<file path="config.mk">
export PLATFORM = sky130hd
export DESIGN_NAME = keypad_pin_entry
export DESIGN_NICKNAME = d
export VERILOG_FILES = /design/src/rtl/keypad_pkg.sv /design/src/rtl/keypad_scanner.sv /design/src/rtl/keypad_pin_entry.sv
export SDC_FILE = /design/constraint.sdc
export NUM_CORES = 1
export LEC_CHECK = 0
export BUFFER_PORTS_ARGS = -buffer_cell sky130_fd_sc_hd__buf_2
export CAP_MARGIN = 20
export CORE_MARGIN = 3
export CORE_UTILIZATION = 57
export CTS_BUF_LIST = sky130_fd_sc_hd__clkbuf_16
export CTS_CLUSTER_SIZE = 40
export DETAILED_ROUTE_END_ITERATION = 10
export PLACE_DENSITY_LB_ADDON = 0.25
export SLEW_MARGIN = 20
export SYNTH_ARGS = -nofsm -noshare
export SYNTH_HDL_FRONTEND = slang
export SYNTH_HIERARCHICAL = 1
export SYNTH_SLANG_ARGS = --single-unit
</file>
<file path="constraint.sdc">
create_clock -name clk_500Hz -period 2.9 [get_ports clk_500Hz]
set_clock_uncertainty 0.05 [all_clocks]
set_input_delay 0.29 -clock clk_500Hz [delete_from_list [all_inputs] [get_ports clk_500Hz]]
set_output_delay 0.29 -clock clk_500Hz [all_outputs]
set_load 0.005 [all_outputs]
</file>
<file path="src/rtl/keypad_pkg.sv">
// keypad_pkg: key/display codes, scan FSM states and the 4x4 key layout.
// Pure constants; no latency or backpressure.
package keypad_pkg;

  localparam logic [3:0] KEY_CLEAR  = 4'hA;
  localparam logic [3:0] KEY_ENTER  = 4'hB;
  localparam logic [3:0] KEY_DELETE = 4'hC;
  localparam logic [3:0] KEY_NONE   = 4'hF;
  localparam logic [3:0] DISP_BLANK = 4'hF;
  localparam logic [3:0] DISP_MASK  = 4'hE;

  typedef enum logic [1:0] {
    SCAN     = 2'd0,
    DEBOUNCE = 2'd1,
    HELD     = 2'd2,
    RELEASE  = 2'd3
  } scan_state_e;

  // KEYMAP[row][col]; ascending packed ranges put row 0 / col 0 leftmost.
  localparam logic [0:3][0:3][3:0] KEYMAP = {16'h1470, 16'h258F, 16'h369B, 16'hFFAC};

  function automatic logic is_digit(input logic [3:0] code);
    return code <= 4'd9;
  endfunction

endpackage

</file>
<file path="src/rtl/keypad_scanner.sv">
// keypad_scanner: one-hot-low row scan, press and release debounce, key mapping.
// key_strobe DEBOUNCE_CYCLES+1 cycles after the first stable sample; no backpressure, one strobe per press.
module keypad_scanner
  import keypad_pkg::*;
#(
  parameter int NUM_ROWS        = 4,
  parameter int NUM_COLS        = 4,
  parameter int DEBOUNCE_CYCLES = 20
) (
  input  logic                clk_500Hz,
  input  logic                rst_n,
  input  logic [NUM_COLS-1:0] cols_n,
  output logic [NUM_ROWS-1:0] rows_n,
  output logic [3:0]          key_code,
  output logic                key_strobe
);

  localparam int RW   = (NUM_ROWS > 1) ? $clog2(NUM_ROWS) : 1;
  localparam int CIW  = (NUM_COLS > 1) ? $clog2(NUM_COLS) : 1;
  localparam int CNTW = $clog2(DEBOUNCE_CYCLES + 1);
  localparam logic [CNTW-1:0]     CNT_LAST  = CNTW'(DEBOUNCE_CYCLES - 1);
  localparam logic [RW-1:0]       ROW_LAST  = RW'(NUM_ROWS - 1);
  localparam logic [NUM_COLS-1:0] COLS_IDLE = '1;
  localparam logic [NUM_COLS-1:0] COLS_ONE  = NUM_COLS'(1);

  scan_state_e         state_q, state_d;
  logic [RW-1:0]       row_q, row_d;
  logic [NUM_COLS-1:0] pat_q, pat_d;
  logic [CNTW-1:0]     cnt_q, cnt_d;
  logic [3:0]          key_code_q, key_code_d;
  logic                key_strobe_q, key_strobe_d;

  logic                single_hot;
  logic [CIW-1:0]      col_idx;
  logic [3:0]          map_code;

  always_comb begin
    single_hot = (pat_q != COLS_IDLE) && (((~pat_q) & ((~pat_q) - COLS_ONE)) == '0);
    col_idx    = '0;
    for (int c = 0; c < NUM_COLS; c++) begin
      if (!pat_q[c]) col_idx = CIW'(c);
    end
  end

  generate
    if (NUM_ROWS == 4 && NUM_COLS == 4) begin : g_map4
      assign map_code = KEYMAP[row_q][col_idx];
    end else begin : g_maplin
      int lin;
      always_comb begin
        lin      = int'(row_q) * NUM_COLS + int'(col_idx);
        map_code = (lin > 15) ? KEY_NONE : lin[3:0];
      end
    end
  endgenerate

  always_comb begin
    state_d      = state_q;
    row_d        = row_q;
    pat_d        = pat_q;
    cnt_d        = cnt_q;
    key_code_d   = key_code_q;
    key_strobe_d = 1'b0;
    case (state_q)
      SCAN: begin
        if (cols_n == COLS_IDLE) begin
          row_d = (row_q == ROW_LAST) ? '0 : row_q + 1'b1;
        end else begin
          pat_d   = cols_n;
          cnt_d   = '0;
          state_d = DEBOUNCE;
        end
      end
      DEBOUNCE: begin
        // Multi-column patterns park here at the final count until they change.
        if (cols_n != pat_q) begin
          state_d = SCAN;
        end else if (cnt_q == CNT_LAST) begin
          if (single_hot) begin
            state_d      = HELD;
            key_strobe_d = 1'b1;
            key_code_d   = map_code;
          end
        end else begin
          cnt_d = cnt_q + 1'b1;
        end
      end
      HELD: begin
        if (cols_n == COLS_IDLE) begin
          state_d = RELEASE;
          cnt_d   = '0;
        end
      end
      RELEASE: begin
        if (cols_n != COLS_IDLE) begin
          state_d = HELD;
        end else if (cnt_q == CNT_LAST) begin
          state_d = SCAN;
        end else begin
          cnt_d = cnt_q + 1'b1;
        end
      end
      default: state_d = SCAN;
    endcase
  end

  always_ff @(posedge clk_500Hz or negedge rst_n) begin
    if (!rst_n) begin
      state_q      <= SCAN;
      row_q        <= '0;
      pat_q        <= '1;
      cnt_q        <= '0;
      key_code_q   <= KEY_NONE;
      key_strobe_q <= 1'b0;
    end else begin
      state_q      <= state_d;
      row_q        <= row_d;
      pat_q        <= pat_d;
      cnt_q        <= cnt_d;
      key_code_q   <= key_code_d;
      key_strobe_q <= key_strobe_d;
    end
  end

  assign rows_n     = ~(NUM_ROWS'(1) << row_q);
  assign key_code   = key_code_q;
  assign key_strobe = key_strobe_q;

endmodule

</file>
<file path="src/rtl/keypad_pin_entry.sv">
// keypad_pin_entry: keypad scanner plus PIN buffer with clear/delete/enter, idle timeout, masked display.
// Entry outputs update one cycle after key_strobe; no backpressure, every accepted key is processed.
module keypad_pin_entry
  import keypad_pkg::*;
#(
  parameter int NUM_ROWS        = 4,
  parameter int NUM_COLS        = 4,
  parameter int PIN_DIGITS      = 4,
  parameter int DEBOUNCE_CYCLES = 20,
  parameter int IDLE_TIMEOUT    = 2500
) (
  input  logic                            clk_500Hz,
  input  logic                            rst_n,
  input  logic [NUM_COLS-1:0]             cols_n,
  input  logic                            mask_en,
  output logic [NUM_ROWS-1:0]             rows_n,
  output logic [3:0]                      key_code,
  output logic                            key_strobe,
  output logic [$clog2(PIN_DIGITS+1)-1:0] digit_count,
  output logic [4*PIN_DIGITS-1:0]         pin_disp,
  output logic [4*PIN_DIGITS-1:0]         pin_value,
  output logic                            pin_valid,
  output logic                            entry_error,
  output logic                            entry_timeout
);

  localparam int CW = $clog2(PIN_DIGITS + 1);
  localparam int TW = (IDLE_TIMEOUT > 0) ? $clog2(IDLE_TIMEOUT + 1) : 1;
  localparam logic [CW-1:0] COUNT_FULL = CW'(PIN_DIGITS);
  localparam logic [TW-1:0] IDLE_LAST  = TW'(IDLE_TIMEOUT - 1);

  logic [PIN_DIGITS-1:0][3:0] digits_q, digits_d;
  logic [CW-1:0]              count_q, count_d;
  logic [TW-1:0]              idle_q, idle_d;
  logic [4*PIN_DIGITS-1:0]    pin_value_q, pin_value_d;
  logic                       pin_valid_q, pin_valid_d;
  logic                       error_q, error_d;
  logic                       timeout_q, timeout_d;
  logic [4*PIN_DIGITS-1:0]    pin_packed;
  logic [4*PIN_DIGITS-1:0]    disp;

  keypad_scanner #(
    .NUM_ROWS        (NUM_ROWS),
    .NUM_COLS        (NUM_COLS),
    .DEBOUNCE_CYCLES (DEBOUNCE_CYCLES)
  ) u_scanner (
    .clk_500Hz  (clk_500Hz),
    .rst_n      (rst_n),
    .cols_n     (cols_n),
    .rows_n     (rows_n),
    .key_code   (key_code),
    .key_strobe (key_strobe)
  );

  // First digit entered lands in the most significant nibble of the PIN.
  always_comb begin
    pin_packed = '0;
    disp       = '0;
    for (int i = 0; i < PIN_DIGITS; i++) begin
      pin_packed[4*(PIN_DIGITS-1-i) +: 4] = digits_q[i];
      disp[4*i +: 4] = (CW'(i) < count_q) ? (mask_en ? DISP_MASK : digits_q[i]) : DISP_BLANK;
    end
  end

  always_comb begin
    digits_d    = digits_q;
    count_d     = count_q;
    idle_d      = idle_q;
    pin_value_d = pin_value_q;
    pin_valid_d = 1'b0;
    error_d     = 1'b0;
    timeout_d   = 1'b0;
    if (key_strobe) begin
      idle_d = '0;
      if (is_digit(key_code)) begin
        if (count_q < COUNT_FULL) begin
          for (int i = 0; i < PIN_DIGITS; i++) begin
            if (CW'(i) == count_q) digits_d[i] = key_code;
          end
          count_d = count_q + 1'b1;
        end else begin
          error_d = 1'b1;
        end
      end else begin
        case (key_code)
          KEY_CLEAR:  count_d = '0;
          KEY_DELETE: if (count_q != '0) count_d = count_q - 1'b1;
          KEY_ENTER: begin
            if (count_q == COUNT_FULL) begin
              pin_value_d = pin_packed;
              pin_valid_d = 1'b1;
              count_d     = '0;
            end else begin
              error_d = 1'b1;
            end
          end
          default: error_d = 1'b1;
        endcase
      end
    end else if (IDLE_TIMEOUT != 0 && count_q != '0) begin
      if (idle_q == IDLE_LAST) begin
        count_d   = '0;
        timeout_d = 1'b1;
        idle_d    = '0;
      end else begin
        idle_d = idle_q + 1'b1;
      end
    end
  end

  always_ff @(posedge clk_500Hz or negedge rst_n) begin
    if (!rst_n) begin
      digits_q    <= '0;
      count_q     <= '0;
      idle_q      <= '0;
      pin_value_q <= '0;
      pin_valid_q <= 1'b0;
      error_q     <= 1'b0;
      timeout_q   <= 1'b0;
    end else begin
      digits_q    <= digits_d;
      count_q     <= count_d;
      idle_q      <= idle_d;
      pin_value_q <= pin_value_d;
      pin_valid_q <= pin_valid_d;
      error_q     <= error_d;
      timeout_q   <= timeout_d;
    end
  end

  assign digit_count   = count_q;
  assign pin_disp      = disp;
  assign pin_value     = pin_value_q;
  assign pin_valid     = pin_valid_q;
  assign entry_error   = error_q;
  assign entry_timeout = timeout_q;

endmodule

</file>
=== After elaboration in Yosys (flattened, before gate mapping) ===
Cells that the tools add are included.

* Mux-type cells: 59
* $lt $le $gt $ge: 8
* Reduce and logical (&&, ||, !) cells: 19
* Shift-type cells: 1
* Equality and inequality tests: 28
* Add/subtract/negate cells: 6
* Bitwise gates (word level): 8

{| class="wikitable"
|+ Operator list
! cell !! count
|-
| 2-to-1 mux 4 bit || 10
|-
| 2-to-1 mux 12 bit || 3
|-
| binary-select mux 16 bit (select 2 bit) || 1
|-
| 2-to-1 mux 16 bit || 2
|-
| AND reduction 4 bit || 7
|-
| 2-to-1 mux 5 bit || 5
|-
| 2-to-1 mux 3 bit || 7
|-
| 2-to-1 mux 2 bit || 10
|-
| one-hot mux 5 bit (4 select lines) || 1
|-
| == test 4 bit (second input constant) || 4
|-
| 2-to-1 mux 1 bit || 16
|-
| adder 12 x 1 -> 12 bit (second input constant) || 1
|-
| == test 12 bit (second input constant) || 1
|-
| != test 4 bit (second input constant) || 3
|-
| != test 3 x 1 -> 1 bit (second input constant) || 3
|-
| one-hot mux 3 bit (3 select lines) || 1
|-
| binary-select mux 4 bit (select 2 bit) || 1
|-
| inverter 4 bit || 2
|-
| one-hot mux 2 bit (4 select lines) || 1
|-
| == test 2 bit (second input constant) || 3
|-
| == test 2 x 3 -> 1 bit (first input constant) || 2
|-
| greater-or-equal comparator 3 bit (second input constant) || 2
|-
| < comparator 1 x 3 -> 1 bit (first input constant) || 2
|-
| < comparator 2 x 3 -> 1 bit (first input constant) || 2
|-
| other kinds (31) || 39
|}

* Register bits: 68
* Output and inout bits: 47
* Logic and storage cells: 145
* Input bits: 7

=== Longest topological paths before layout ===
Gate-level depths: netlist of run 1.

* Word-level depth: 9
* Mapped depth: 7
* Gate-level depth less buffers: 7

=== By module ===
The synthesis of run 1 kept the hierarchy.

{| class="wikitable"
|+ By module, submodules not included
! module !! area an instance (um2) !! times used !! cells each
|-
| keypad_pin_entry || 2,431.1 || 1 || 210
|-
| keypad_scanner || 1,191.1 || 1 || 121
|}

=== Least setup slack after synthesis of run 1 ===
OpenSTA, ideal clock, no wires.

* Path kind: reg-to-reg
* From: register u_scanner.key_code_q[3], in the netlist u_scanner/key_code[3]
* To: register pin_value_q[0], in the netlist pin_value[0]
* Clock period less this slack: 2,054 ps
* Setup time: 125 ps
* Required time: 2,725 ps
* Arrival time: 1,879 ps
* Setup slack: 846 ps
* Cell stages (with the launch flop): 6
* Path buffers: 2
* Path through: dfstp_2 clkbuf_2 nand4_1 nor3b_2 buf_2 mux2_2

* Cells in the longest elaborated chain, start to end: 3
* Elaborated cells between the ends (all ways): 4

{| class="wikitable"
|+ RTL lines
! item !! RTL line !! text
|-
| from (decl) || keypad_scanner.sv:30 || <nowiki>logic [3:0] key_code_q, key_code_d;</nowiki>
|-
| from (signal assigned) || keypad_scanner.sv:120 || <nowiki>key_code_q <= key_code_d;</nowiki>
|-
| less-or-equal comparator 4 bit || keypad_pkg.sv:23 || <nowiki>return code <= 4'd9;</nowiki>
|-
| inverter 1 bit (no line) || - ||
|-
| AND reduction 4 bit (no line) * || - ||
|-
| to (signal assigned) || keypad_pin_entry.sv:124 || <nowiki>pin_value_q <= pin_value_d;</nowiki>
|-
| to (decl) || keypad_pin_entry.sv:35 || <nowiki>logic [4*PIN_DIGITS-1:0] pin_value_q, pin_value_d;</nowiki>
|}

Mark *: on every way between the ends. The rest lies on a longest branch, timed or not.
A chain may end at the register's enable or synchronous reset.

=== Worst setup path after layout of run 1 ===
* From: register idle_q[2]
* To: register count_q[0], in the netlist digit_count[0]

* Cells in the longest elaborated chain, start to end: 3

{| class="wikitable"
|+ RTL lines
! item !! RTL line !! text
|-
| from (decl) || keypad_pin_entry.sv:34 || <nowiki>logic [TW-1:0] idle_q, idle_d;</nowiki>
|-
| from (signal assigned) || keypad_pin_entry.sv:123 || <nowiki>idle_q <= idle_d;</nowiki>
|-
| == test 12 bit || keypad_pin_entry.sv:101 || <nowiki>if (idle_q == IDLE_LAST) begin</nowiki>
|-
| nonzero test 2 bit (no line) || - ||
|-
| AND reduction 6 bit (no line) || - ||
|-
| to (signal assigned) || keypad_pin_entry.sv:122 || <nowiki>count_q <= count_d;</nowiki>
|-
| to (decl) || keypad_pin_entry.sv:33 || <nowiki>logic [CW-1:0] count_q, count_d;</nowiki>
|}

Every way passes these cells.

==> reports/summary.txt, run 1 <==
Outcome = complete, no violations
P&R area growth vs syn = 17.0%
DR iter-0 viols = 112
WL final = 7600 microns
Initial antenna violation count = 0
CTS Hold Bufs = 1
CP Max Fanout = 10
DP Area = 0.00393 sq mm
Max Slew Vio Count = 0
Arrival time at the worst endpoint = 2.43 ns
Vias in the first global route = 2675
CTS resizes = 0
Post-DR vias/cell = 5.82
Share of post-route cells with drive strength above 1 = 0.313
Largest net degree at the start of global routing = 41
Yosys top cell by area = dfrtp_1
Tcrit/Tclk final = 0.784
Top cell type's share of synthesized area = 0.415
PwrDens = 645 mW/mm^2
Critical Path Max Stage Delay = 0.44 ns
Synth Area in Simple Gates = 0.170
Crit start category = register
Multiplexer share of the synthesized area = 0.131
Die width = 85.7 microns
Yosys warnings = 6
Commonest non-fill, non-tap cell in the layout = dfrtp_1
Die Span Y = 85.7 microns
H-tree Lvls = 3
Nets = 404
Req. time, crit path = 3.06 ns
Final hold vios = 0
Antenna viol nets, final = 0
TNS Setup = 0 ns
Synthesized area = 0.00362 sq mm
Most frequent cells in the layout = dfrtp_1, buf_2, mux2_2, nand2_1, nor2_1
Synth cell types = 57
DP HPWL = 5190 microns
Peak supply drop = 0.462 mV
Initial Util = 0.601
Max_cap viols = 0
Pleak = 2.10 nW
Slowest-stage cell, CP = dfrtp_1
Worst Path Buf+Inv = 0
Delay-heaviest family, CP = simple AND/OR/NAND/NOR gates
XOR/XNOR Fraction of Synth Area = 0.0352
Relative slew margins = 0.537
Post-route DRC violation count = 0
Tmin final = 2.27 ns
Number of synthesized flops with an enable pin = 0
Critical-path cell list = or3_4 -> nor4_4 -> a21o_1 -> o211ai_2 -> mux2_4
CTS tree = done
CTS Buffer Depth = 2
CP Capture Type = register
Setup WS post-layout = 0.627 ns
I/O pin cnt = 54
Input/output buffers = 53
Vias = 2704
Sequential area share after synthesis = 0.473
First-pass GRT wire length = 12900 microns
Kind of critical path = reg2reg
Top cells by area, synth = dfrtp_1, mux2_2, dfstp_2
Design area = 0.00424 sq mm
Post-Synth Adder-Cell Area = 0.0415
Average size of a mapped cell = 10.9 sq um
F_max = 0.440 GHz
Fillers = 435
Worst min-delay path class = in2reg
Clock slew at reported path FFs = 0.05 ns
Overflow after GRT = 0
TritonCTS buffer count = 9
FF+latch area = 0.00171 sq mm
RSZ-0062 raised after global routing = false
Largest family of logic cells by synthesized area = simple AND/OR/NAND/NOR gates
Die area = 0.00735 sq mm
Core area = 0.00603 sq mm
GP Congestion = 0.842
Synth Flop Type = dfrtp_1
FFs w/ async S/R, synth = 1.00
Worst skew pair latency = 0.33 ns
DR WL/cell = 16.3 microns
Number of synthesized register bits = 68
R2R Setup Slk = 0.63 ns
Pwr Total = 2.73 mW
Sink Count = 68
Root buf cell = clkbuf_16
Syn Nets = 350
Compound-cell area share of the yosys netlist = 0.115
# rows = 28
Iteration count of the initial detailed-routing pass = 4
Slew @ Worst Pin = 0.692 ns
GRT Total Usage = 0.222
Antenna Cells = 0
Mapped Cells = 331
Endpoints failing setup = 0
Multi-input gate area = 0.00178 sq mm
Setup Fix Bufs, Post-CTS = 0
Pre-CTS setup slack = 0.672 ns
[routing by layer]
layer	global-route usage	vias to the layer above	routed length (microns)
met5	0	-	0
met4	0.0993	0	150
met3	0.0423	12	249
met2	0.366	57	3820
met1	0.286	1340	3380
li1	-	1295	-
[registers in the layout, summed over array words and instances (netlist names), 2 cells and up]
register,cells
digit_count,3
digits_q,16
idle_q,12
pin_value,16
u_scanner/cnt_q,5
u_scanner/key_code,4
u_scanner/pat_q,4
u_scanner/row_q,2
u_scanner/state_q,2
[layout make-up]
cell class,instances,share of cell area
sequential,68,0.404
clock inverter,7,0.0162
multi-input combinational,236,0.421
tap,75,0.0221
inverter,14,0.0124
clock buffer,9,0.0531
timing repair buffer,56,0.0714
[where the power goes]
| group | internal, mW | switching, mW | leakage [nW] |
|---|---|---|---|
| clock network | 0.661 | 0.397 | 0.147 |
| registers | 1.03 | 0.126 | 0.916 |
| logic | 0.252 | 0.268 | 1.04 |
| total | 1.94 | 0.791 | 2.10 |
[final timing paths]
kind                                                startpoint                              to  depth (start not counted)
worst max-delay path                     idle_q[2]$_DFFE_PN0N_      digit_count[0]$_DFFE_PN0P_                          5
worst min-delay path                                 cols_n[0]  u_scanner/pat_q[0]$_DFFE_PN1P_                          2
worst max register to register           idle_q[2]$_DFFE_PN0N_      digit_count[0]$_DFFE_PN0P_                          5
worst min register to register  u_scanner/cnt_q[4]$_DFFE_PN0P_  u_scanner/cnt_q[4]$_DFFE_PN0P_                          1
max in group asynchronous                                rst_n  u_scanner/pat_q[1]$_DFFE_PN1P_                          3
min in group asynchronous                                rst_n       pin_value[14]$_DFFE_PN0P_                          2
[Yosys cell counts (7+ instances only)]
cell / number
dfrtp_1: 60
mux2_2: 32
nand2_1: 22
nor2_1: 21
inv_1: 14
ha_1: 12
nand2b_1: 12
or3_1: 11
a21oi_1: 10
a31oi_1: 9
nand3_1: 9
dfstp_2: 8
o21ai_0: 8
clkbuf_1: 7
xor2_1: 7
[per-stage QoR]
step                      hold slack (ns)  utilization  instances
final                               0.212        0.703        465
after global routing                0.226        0.703        465
after CTS                           0.205        0.703        465
after detailed placement            0.315        0.653        448
after global placement              0.315        0.653        448
after floorplan                   -0.0556            -        331
[kinds of logic (layout without fill, tap and decap cells)]
| kind of cell | count (synthesis) | after routing |
|---|---|---|
| AND/OR/NAND/NOR | 109 | 109 |
| flip-flops | 68 | 68 |
| AO/OA/AOI/OAI | 61 | 61 |
| multiplexers | 42 | 42 |
| buffers and inverters | 27 | 86 |
| adder cells (fa/ha/maj) | 12 | 12 |
| XOR/XNOR | 12 | 12 |
Note: power is estimated with default switching activity, not from simulation.
==> run 2: changes to the inputs <==
==> constraint.sdc (replaced) <==
create_clock -name clk_500Hz -period 2.28 [get_ports clk_500Hz]
set_clock_uncertainty 0.05 [all_clocks]
set_input_delay 0.228 -clock clk_500Hz [delete_from_list [all_inputs] [get_ports clk_500Hz]]
set_output_delay 0.228 -clock clk_500Hz [all_outputs]
set_load 0.005 [all_outputs]
==> run 2 against run 1 <==
Routed wire length is 0.37% lower. Combinational power is 30% higher. Sequential power up 26%. Final area grew 1.4%. Critical endpoint is now pin_disp[7]. Core utilization increased by 1.0 points. Largest power group unchanged. Cell count is 1.1% higher. Power up 31%. Clock power grew 37%. Flip-flop and latch count is the same. Count of clock-buffer cells in the layout stayed put. Global-route usage down 0.41 points. Via count is 1.1% higher.
==> reports/summary.txt, run 2 (synthesis gave the netlist of run 1 again) <==
Outcome = complete, no violations
Die area = 0.00735 sq mm
H-tree Lvls = 3
Nets = 409
DP Area = 0.00397 sq mm
Peak supply drop = 0.582 mV
Most frequent cells in the layout = dfrtp_1, buf_2, mux2_2, nand2_1, nor2_1
Root buf cell = clkbuf_16
Internal power = 2.58 mW
Overflow after GRT = 0
Share of post-route cells with drive strength above 1 = 0.319
Switching Share = 0.281
Design area = 0.00430 sq mm
Final hold vios = 0
RSZ-0062 raised after global routing = false
GP Congestion = 0.854
CTS Buffer Depth = 2
Slew @ Worst Pin = 0.542 ns
Tcrit/Tclk final = 0.940
TritonCTS buffer count = 9
Worst Path Buf+Inv = 2
Slowest-stage cell, CP = dfrtp_1
Worst min-delay path class = in2reg
TNS Setup = 0 ns
WL final = 7570 microns
Initial Util = 0.601
DR iter-0 viols = 112
F_max = 0.466 GHz
Critical Path Max Stage Delay = 0.45 ns
Kind of critical path = reg2out
DR WL/cell = 16.1 microns
Largest net degree at the start of global routing = 69
Tmin final = 2.14 ns
GRT Total Usage = 0.218
Sink Count = 68
I/O pin cnt = 54
Relative slew margins = 0.636
Crit start category = register
Pwr Total = 3.59 mW
Initial antenna violation count = 0
Req. time, crit path = 2.00 ns
Die Span Y = 85.7 microns
Clock slew at reported path FFs = 0.05 ns
Post-route DRC violation count = 0
Die width = 85.7 microns
# rows = 28
Antenna viol nets, final = 0
Clk pwr share = 0.404
PwrDens = 835 mW/mm^2
Vias = 2733
Post-DR vias/cell = 5.81
Setup Fix Bufs, Post-CTS = 0
First-pass GRT wire length = 12500 microns
Endpoints failing setup = 0
DP HPWL = 5110 microns
Arrival time at the worst endpoint = 1.87 ns
Worst skew pair latency = 0.33 ns
Core area = 0.00603 sq mm
Max Slew Vio Count = 0
Max_cap viols = 0
CP Max Fanout = 7
CP Capture Type = output pin
Pleak = 2.12 nW
Critical-path cell list = inv_1 -> ha_1 -> a21oi_1 -> nor2_1 -> or3_1 -> buf_2
Comb pwr share = 0.188
P&R area growth vs syn = 18.7%
Flop pwr share = 0.408
Vias in the first global route = 2666
Delay-heaviest family, CP = flip-flops
CTS tree = done
Sw Pwr = 1.01 mW
Hold Slack = 0.143 ns
Iteration count of the initial detailed-routing pass = 4
Input/output buffers = 53
Commonest non-fill, non-tap cell in the layout = dfrtp_1
Antenna Cells = 0
## run 2: cell types whose count changed in the layout (fill, tap and decap cells not counted), sizes merged
cell      before  now
inv           15   14
bufinv         1    2
clkinvlp       1    2
clkinv         4    3
buf           55   60
## run 2: area by class of cell
cell class | count | area [sq um]
clock buffer | 9 | 225
timing repair buffer | 61 | 340
sequential | 68 | 1710
clock inverter | 7 | 91.3
fill | 440 | 1730
tap | 75 | 93.8
multi-input combinational | 236 | 1780
inverter | 14 | 52.6
## run 2: timing repair
action / in CTS / in global routing
endpoints found under the hold margin: 60 / 0
resized for setup: 0 / 0
hold buffers: 1 / 0
## run 2: power by group through the flow
stage | Combinational [mW] | Sequential, mW | Clock (mW)
global route | 0.749 | 1.48 | 1.53
global placement | 0.641 | 1.48 | 0
CTS | 0.672 | 1.46 | 1.48
detailed placement | 0.669 | 1.48 | 0
finish | 0.674 | 1.46 | 1.45
floorplan | 0.628 | 1.37 | 0
## run 2: path summary, 6_finish.rpt
path                                                    from                        endpoint  slack (ns)  cells after the start
max                               digit_count[1]$_DFFE_PN0P_                     pin_disp[7]        0.14                      6
min                                                cols_n[0]  u_scanner/pat_q[0]$_DFFE_PN1P_        0.14                      2
max reg2reg                u_scanner/key_code[3]$_DFFE_PN1P_      digit_count[0]$_DFFE_PN0P_        0.25                      4
min reg2reg                           idle_q[11]$_DFFE_PN0N_          idle_q[11]$_DFFE_PN0N_        0.44                      1
max in group asynchronous                              rst_n  u_scanner/pat_q[1]$_DFFE_PN1P_        1.44                      3
min in group asynchronous                              rst_n           idle_q[6]$_DFFE_PN0N_        0.41                      3
## run 2: routing by layer
metal / track usage / part of all wire / routed length [microns]
met1: 0.269 / 0.43 / 3230
met2: 0.356 / 0.50 / 3770
met3: 0.0634 / 0.049 / 369
met5: 0 / 0 / 0
met4: 0.0993 / 0.027 / 206
## run 2: worst register-to-register path: cells and delay by family, from the launching register on
family | cells | cell delay, ns
AO/OA/AOI/OAI | 3 | 0.87
flip-flops | 1 | 0.66
multiplexers | 1 | 0.33
## run 2: through the flow
step           setup WS [ns]  std cells   util
3_5_place_dp           0.277        453  0.659
5_1_grt               0.0309        470  0.713
6_report               0.136        470  0.713
4_1_cts                0.156        470  0.713
3_3_place_gp           0.341        453  0.659
2_1_floorplan          0.226        331      -
==> run 3: changes to the inputs <==
--- a/config.mk
+++ b/config.mk
@@ -5,6 +5,7 @@
 export SDC_FILE = /design/constraint.sdc
 export NUM_CORES = 1
 export LEC_CHECK = 0
+export ABC_AREA = 1
 export BUFFER_PORTS_ARGS = -buffer_cell sky130_fd_sc_hd__buf_2
 export CAP_MARGIN = 20
 export CORE_MARGIN = 3
@@ -16,5 +17,4 @@
 export SLEW_MARGIN = 20
 export SYNTH_ARGS = -nofsm -noshare
 export SYNTH_HDL_FRONTEND = slang
-export SYNTH_HIERARCHICAL = 1
 export SYNTH_SLANG_ARGS = --single-unit
==> run 3 against run 2 <==
Sequential power about the same. Global-route usage up 1.9 points. Setup slack better by 0.080 ns. Maximum frequency up 3.9%. Cell count up 27%. Synthesized cell count up 37%. Critical path depth unchanged. Count of clock-buffer cells in the layout unchanged. Routed wire length up 6.3%. Critical endpoint unchanged. Largest cell class is now sequential cells. Highest routed layer unchanged.
==> reports/summary.txt, run 3 <==
Antenna viol nets, final = 0
CP endpoint = pin_disp[7]
GRT Total Usage = 0.237
Clock slew at reported path FFs = 0.05 ns
Vias = 3199
DR iter-0 viols = 184
Max_cap viols = 0
Input/output buffers = 53
Arrival time at the worst endpoint = 1.79 ns
Final hold vios = 0
First-pass GRT wire length = 13800 microns
Top cells by area, synth = dfrtp_1, nand2_1, inv_1
Nets = 534
DP HPWL = 5690 microns
Slew @ Worst Pin = 0.500 ns
Tcrit/Tclk final = 0.905
Post-route DRC violation count = 0
Met2 Usage GRT = 0.392
CP Max Fanout = 11
Initial antenna violation count = 0
F_max = 0.484 GHz
TNS Setup = 0 ns
Die Span Y = 86.2 microns
Synthesized area = 0.00367 sq mm
I/O pin cnt = 54
Outcome = complete, no violations
GP Congestion = 0.941
Synth Flop Type = dfrtp_1
Core area = 0.00606 sq mm
Average size of a mapped cell = 8.10 sq um
Initial Util = 0.605
Most frequent cells in the layout = nand2_1, inv_1, dfrtp_1, buf_2, o21ai_0
WL final = 8050 microns
Design area = 0.00428 sq mm
DP Cell Count = 578
Share of post-route cells with drive strength above 1 = 0.221
Util after Layout = 0.706
M3 GR Usage = 0.0466
Worst min-delay path class = in2reg
Reg2Reg Depth = 12
Vias in the first global route = 2988
Fillers = 470
FF-to-FF End = idle_q[10]$_DFFE_PN0P_
Overflow after GRT = 0
Mapped Cells = 453
Post-DR vias/cell = 5.38
Largest net degree at the start of global routing = 33
DR WL/cell = 13.5 microns
Max Slew Vio Count = 0
Yosys top cell by area = dfrtp_1
Synth cell types = 38
Most frequent cell after synthesis = nand2_1
Yosys warnings = 0
Final std cells w/o fill = 595
H-tree Lvls = 3
Antenna Cells = 0
Die width = 86.2 microns
Die area = 0.00744 sq mm
Iteration count of the initial detailed-routing pass = 6
Crit start category = register
Pleak = 2.16 nW
Busiest grt layer = met2
Number of synthesized flops with an enable pin = 0
RSZ-0062 raised after global routing = false
Peak supply drop = 0.671 mV
Endpoints failing setup = 0
Number of synthesized register bits = 68
Relative slew margins = 0.666
P&R area growth vs syn = 16.7%
Top cell type's share of synthesized area = 0.409
Commonest cells post-synth = nand2_1, dfrtp_1, inv_1
Kind of critical path = reg2out
R2r startpoint = digit_count[0]$_DFFE_PN0P_
Root buf cell = clkbuf_16
TritonCTS buffer count = 9
Grt met1 use = 0.303
CTS Buffer Depth = 2
Sink Count = 68
Setup crit start = digit_count[0]$_DFFE_PN0P_
DP Area = 0.00402 sq mm
CP Capture Type = output pin
CTS tree = done
PwrDens = 828 mW/mm^2
Sequential area share after synthesis = 0.466
Tmin final = 2.06 ns
FFs w/ async S/R, synth = 1.00
Syn Nets = 472
Worst skew pair latency = 0.33 ns
Req. time, crit path = 2.00 ns
Commonest non-fill, non-tap cell in the layout = nand2_1
# rows = 28
R2R Setup Slk = 0.31 ns
-- run 3: cell count changes after synthesis, moves of 12 or more --
cell	previous run	this run
nand2_1	22	112
inv_1	14	59
mux2_2	32	0
o21ai_0	8	34
nand3_1	9	30
o21ai_1	6	26
nand2b_1	12	0
-- run 3: worst min path at each step --
| stage | start | end | cells past startpoint |
|---|---|---|---|
| after floorplan | rst_n | digit_count[0]$_DFFE_PN0P_ | 0 |
| after global placement | rst_n | pin_value[14]$_DFFE_PN0P_ | 1 |
| after detailed placement | rst_n | pin_value[14]$_DFFE_PN0P_ | 1 |
| after CTS | cols_n[2] | u_scanner.pat_q[2]$_DFFE_PN1P_ | 3 |
| after global routing | cols_n[2] | u_scanner.pat_q[2]$_DFFE_PN1P_ | 3 |
| final | cols_n[0] | u_scanner.pat_q[0]$_DFFE_PN1P_ | 3 |
-- run 3: power by group --
group | switching [mW] | leakage, nW | internal (mW)
combinational | 0.587 | 1.10 | 0.323
sequential | 0.119 | 0.911 | 1.33
clock | 0.474 | 0.142 | 0.710
-- run 3: what timing repair did --
| action | CTS | global route |
|---|---|---|
| endpoints found under the setup margin | 0 | 3 |
| hold endpoints to repair | 39 | 0 |
| buffers inserted | 0 | 0 |
| hold buffers | 1 | 0 |
| gates resized for setup | 0 | 1 |
-- run 3: final cells by class --
type | instances | area, sq um | area share
Inverter | 69 | 264 | 0.0617
Timing Repair Buffer | 56 | 303 | 0.0707
Tap cell | 75 | 93.8 | 0.0219
Multi-Input combinational cell | 311 | 1650 | 0.386
Clock buffer | 9 | 225 | 0.0526
Clock inverter | 7 | 28.8 | 0.00672
Sequential cell | 68 | 1710 | 0.400
-- run 3: cell families (layout without fill, tap and decap cells) --
logic type      Yosys count  in the layout  share of synthesized area
xor+xnor                  8              8                     0.0191
fa+ha+maj                12             12                     0.0409
compound gates           83             83                      0.120
simple gates            207            207                      0.268
buf+inv                  74            141                     0.0828
mux                       1              1                    0.00273
flops                    68             68                      0.466
-- run 3: critical path, cell delays in order (launching register included) --
cell and delay [ns]:
dfrtp_1 0.51, ha_1 0.28, o21ai_0 0.21, inv_1 0.06, nor2_1 0.19, nand2_1 0.07, buf_2 0.13
-- run 3: routing by layer --
metal | wire, microns | vias to the layer above
li1 | - | 1576
met1 | 3570 | 1510
met2 | 3870 | 99
met3 | 450 | 14
met4 | 156 | 0
met5 | 0 | -
-- run 3: per-stage QoR --
stage	hold WS [ns]	total power, mW	setup slack, ns
global route	0.143	3.77	0.0594
global placement	0.0541	2.33	0.464
detailed placement	0.0583	2.36	0.343
CTS	0.113	3.57	0.103
finish	0.121	3.55	0.216
floorplan	-0.118	2.14	0.559
